$ cat src/rtl/temp_state_classifier.sv
// Temperature band classifier with debounce and silence timeout.
// Ports: clk, reset (async, active-high), temp[7:0], sample_valid,
//        actual_state[2:0] (0 idle,1 low,2 high,3 danger,4 body),
//        state_chg (1-cycle pulse on change), alarm (state == danger).
module temp_state_classifier #(
    parameter int T_BODY_LO   = 35,
    parameter int T_BODY_HI   = 38,
    parameter int T_DANGER    = 50,
    parameter int CONFIRM     = 3,
    parameter int TIMEOUT_CYC = 50000000
) (
    input  logic       clk,
    input  logic       reset,
    input  logic [7:0] temp,
    input  logic       sample_valid,
    output logic [2:0] actual_state,
    output logic       state_chg,
    output logic       alarm
);

    localparam int TW = $clog2(TIMEOUT_CYC + 1);

    typedef enum logic [2:0] {
        S_IDLE   = 3'd0,
        S_LOW    = 3'd1,
        S_HIGH   = 3'd2,
        S_DANGER = 3'd3,
        S_BODY   = 3'd4
    } state_t;

    state_t        state_q, state_n;
    state_t        cand_q, cand_n;
    state_t        band;
    logic [3:0]    cnt_q, cnt_n;
    logic [TW-1:0] tcnt_q, tcnt_n;
    logic          chg_q, chg_n;
    logic          alarm_q, alarm_n;
    logic [4:0]    cnt_inc;

    always_comb begin
        band = S_DANGER;
        if (temp < 8'(T_BODY_LO))
            band = S_LOW;
        else if (temp <= 8'(T_BODY_HI))
            band = S_BODY;
        else if (temp < 8'(T_DANGER))
            band = S_HIGH;
    end

    assign cnt_inc = {1'b0, cnt_q} + 5'd1;

    always_comb begin
        state_n = state_q;
        cand_n  = cand_q;
        cnt_n   = cnt_q;
        tcnt_n  = tcnt_q;
        chg_n   = 1'b0;
        if (sample_valid) begin
            // A sample always cancels a pending timeout.
            tcnt_n = '0;
            if (band == state_q) begin
                cnt_n  = '0;
                cand_n = state_q;
            end else if (band == cand_q) begin
                if (cnt_inc == 5'(CONFIRM)) begin
                    state_n = band;
                    cnt_n   = '0;
                    chg_n   = 1'b1;
                end else begin
                    cnt_n = cnt_inc[3:0];
                end
            end else begin
                cand_n = band;
                if (CONFIRM == 1) begin
                    state_n = band;
                    cnt_n   = '0;
                    chg_n   = 1'b1;
                end else begin
                    cnt_n = 4'd1;
                end
            end
        end else if (tcnt_q != TW'(TIMEOUT_CYC)) begin
            // Counter saturates at the threshold, so this fires once.
            tcnt_n = tcnt_q + 1'b1;
            if (tcnt_q == TW'(TIMEOUT_CYC - 1)) begin
                state_n = S_IDLE;
                cand_n  = S_IDLE;
                cnt_n   = '0;
                chg_n   = (state_q != S_IDLE);
            end
        end
        alarm_n = (state_n == S_DANGER);
    end

    always_ff @(posedge clk or posedge reset) begin
        if (reset) begin
            state_q <= S_IDLE;
            cand_q  <= S_IDLE;
            cnt_q   <= '0;
            tcnt_q  <= '0;
            chg_q   <= 1'b0;
            alarm_q <= 1'b0;
        end else begin
            state_q <= state_n;
            cand_q  <= cand_n;
            cnt_q   <= cnt_n;
            tcnt_q  <= tcnt_n;
            chg_q   <= chg_n;
            alarm_q <= alarm_n;
        end
    end

    assign actual_state = state_q;
    assign state_chg    = chg_q;
    assign alarm        = alarm_q;

endmodule

$ cat config.mk
export PLATFORM = sky130hd
export DESIGN_NAME = temp_state_classifier
export DESIGN_NICKNAME = d
export VERILOG_FILES = /design/src/rtl/temp_state_classifier.sv
export SDC_FILE = /design/constraint.sdc
export NUM_CORES = 1
export LEC_CHECK = 0
export BUFFER_PORTS_ARGS = -buffer_cell sky130_fd_sc_hd__buf_2
export CAP_MARGIN = 40
export CORE_MARGIN = 3
export CORE_UTILIZATION = 52
export CTS_BUF_LIST = sky130_fd_sc_hd__clkbuf_2 sky130_fd_sc_hd__clkbuf_4 sky130_fd_sc_hd__clkbuf_8
export CTS_CLUSTER_DIAMETER = 120
export CTS_CLUSTER_SIZE = 8
export DETAILED_ROUTE_END_ITERATION = 12
export PLACE_DENSITY = 0.82
export SLEW_MARGIN = 20
export SYNTH_ARGS = -nofsm -noshare
export SYNTH_HDL_FRONTEND = slang
export SYNTH_SLANG_ARGS = --single-unit
export TNS_END_PERCENT = 100
$ cat constraint.sdc
create_clock -name clk -period 2.3 [get_ports clk]
set_input_delay 0.115 -clock clk [delete_from_list [all_inputs] [get_ports clk]]
set_output_delay 0.115 -clock clk [all_outputs]
set_load 0.01 [all_outputs]
==> metrics.txt <==
#FFs+latches synth 38; Crit Path Category reg2reg; CTS clk-pin slew, worst paths 0.07 ns; Setup crit end alarm; slowest stage delay, CP 0.53 ns; Reg2Reg Setup Slack 0.10 ns; Layout Area Growth over Synthesis 15.9%; vias in the first global route 1850; synth warn 0; Avg Vias per Cell 5.94; Max Cap Violations 0; Setup crit end kind register; top_reg_cell synth dfrtp_1; Sink Count 38; setup total negative slack 0 ns; I/O pin cnt 16; Worst Reg-to-Reg Cells 6; Critical path origin tcnt_q[21]; DR WL/cell 14.5 µm; Total GRT Usage 20.1%; largest net degree at the start of global routing 39; cell area after synthesis 0.00222 mm²; placed cell area 0.00245 mm²; post-place setup slack 0.0784 ns; Hold Crit Class in2reg; Distinct cells, synth 50; Cell Pwr Density 610 mW/mm²; worst-path maximum fanout 3; Buffers on Ports 15; number of flops mapped to enable cells by yosys 0; 1st-iter DRT viols 88; worst relative slew slack 68.4%; Final Hold Fails 0; Worst R2R Start tcnt_q[21]; full die area 0.00509 mm²; initial antenna violation count 0; met1 Usage GRT 24.5%; outcome finished clean; M2 GR Usage 33.8%; Final Cycle Share 95.4%; routability cong. 0.987; Core Area 0.00406 mm²; Worst path slowest cell or4_4; Layout Skew 0.00437 ns; Final setup viols 0; fmax 456 MHz; worst hold start sample_valid; worst vdd ir 0.424 mV; Initial Util 54.7%; CTS tree done; RSZ-0062 raised after global routing no; Post-Synthesis Cells 243; first-pass iteration count of the detailed router 4; Design Area, Final 0.00257 mm²; FFs w/ async S/R, synth 100%; share of cells above drive strength 1 18.3%; Die Span X 71.4 µm; Clk Tree Root Cell clkbuf_8; Leak Pwr 1.13 nW; # nets final 293; Final WS setup 0.105 ns; CTS Buffer Depth 2; Routed Antenna Nets 0; Cells after DPL 318; Worst setup SP type register; register area share after synthesis 42.8%; global route hottest layer met2; routing usage on met3 5.05%; ANT cells 0; DP HPWL 3360 µm; first-pass GRT wire length 8130 µm; # rows 23; final count of pins violating max slew 0; Worst-Skew Late Latency 0.29 ns; RR Endpoint alarm; arrival time worst endpoint 2.42 ns; Worst Tran Pin Value 0.473 ns; DRC viols 0; gr ovfl total 0; crit-path cells nand3_2 > or4b_4 > or4_4 > o21a_1 > a22o_1 > and3b_1; Core Util, Final 63.5%; CTS buffer count 5; Req. time, crit path 2.53 ns; syn_nets 258; Final min period 2.20 ns; H-Tree Depth 2; Syn Area/Cell 9.14 µm²; Vias 1949; final cell count without fillers 328; final wirelength 4750 µm; die height 71.4 µm
flip-flops by register name (all words and copies together) (netlist names):
signal        cells
tcnt_q           26
cand_q            3
actual_state      3
alarm             1
cnt_q             4
state_chg         1
cells in the final DEF (no fill, tap or decap), drive strengths merged, types with 3 or more instances in the layout:
cell type,Yosys,routed
clkbuf,2,7
and2,3,3
o2bb2ai,3,3
inv,8,8
nand2,20,20
o21ai,12,12
buf,4,33
nor2,32,32
a21oi,10,10
nor3,4,4
a21o,3,3
xor2,14,14
nor4,5,5
nor3b,3,3
and3,3,3
nand4,10,10
ha,4,4
nand3,17,17
nor4b,3,3
xnor2,10,10
or3,5,5
dfrtp,38,38
per-layer routing:
layer	routed length, µm	vias to the layer above
met5	0	-
met4	104	0
met3	232	10
met2	2360	56
met1	2050	943
li1	-	940
cell usage after synthesis (all sizes together), types with 5 or more instances:
library cell   n  share of area [%]
dfrtp         38                 43
nand4         10                3.5
xnor2         10                3.9
xor2          14                5.5
inv            8                1.4
nand3         17                3.8
nand2         20                3.4
nor4           5                2.0
o21ai         12                2.7
or3            5                1.7
a21oi         10                2.3
nor2          32                5.4
report_power, final:
part,switching [mW],leakage (nW),internal (mW)
registers,0.0692,0.515,0.721
clock network,0.214,0.0452,0.232
logic,0.186,0.568,0.149
total,0.468,1.13,1.10
what timing repair did:
item / CTS / global route
resized for setup: 0 / 3
endpoints found under the hold margin: 38 / 0
hold buffers: 1 / 0
setup endpoints to repair: 0 / 1
buffers inserted: 0 / 2
worst min-delay path by stage:
stage	slack, ns	to	cells past startpoint
2_1_floorplan	0.31	actual_state[0]	1
3_3_place_gp	0.24	tcnt_q[16]	3
3_5_place_dp	0.26	tcnt_q[16]	3
4_1_cts	0.19	cand_q[2]	4
5_1_grt	0.22	tcnt_q[4]	2
6_report	0.20	tcnt_q[4]	2
metrics by stage:
stage | total power, mW | hold slack [ns]
after floorplan | 1.02 | 0.306
after global placement | 1.12 | 0.239
after detailed placement | 1.13 | 0.258
after CTS | 1.59 | 0.194
after global routing | 1.67 | 0.217
final | 1.57 | 0.201
logic make-up (layout without fill, tap and decap cells):
logic type | after synthesis | in the layout | synth area share, %
buffers and inverters | 14 | 49 | 2.42
and+or+nand+nor | 116 | 116 | 28.7
DFF | 38 | 38 | 42.8
AOI/OAI and AO/OA | 45 | 45 | 13.4
muxes | 2 | 2 | 0.901
adders and majority gates | 4 | 4 | 2.25
xor gates and xnor gates | 24 | 24 | 9.46
worst max-delay path, delay by kind of cell, from the launching register on:
| kind | cells | cell delay, ns |
|---|---|---|
| simple gates | 4 | 1.36 |
| compound gates | 2 | 0.39 |
| flops | 1 | 0.39 |
layout make-up:
type	instances	area [µm²]
fill	333	1480
multi-input combinational	191	1230
sequential	38	951
timing repair buffer	34	220
clock buffer	7	83.8
tap	50	62.6
inverter	8	30.0
Note: power is estimated with default switching activity, not from simulation.
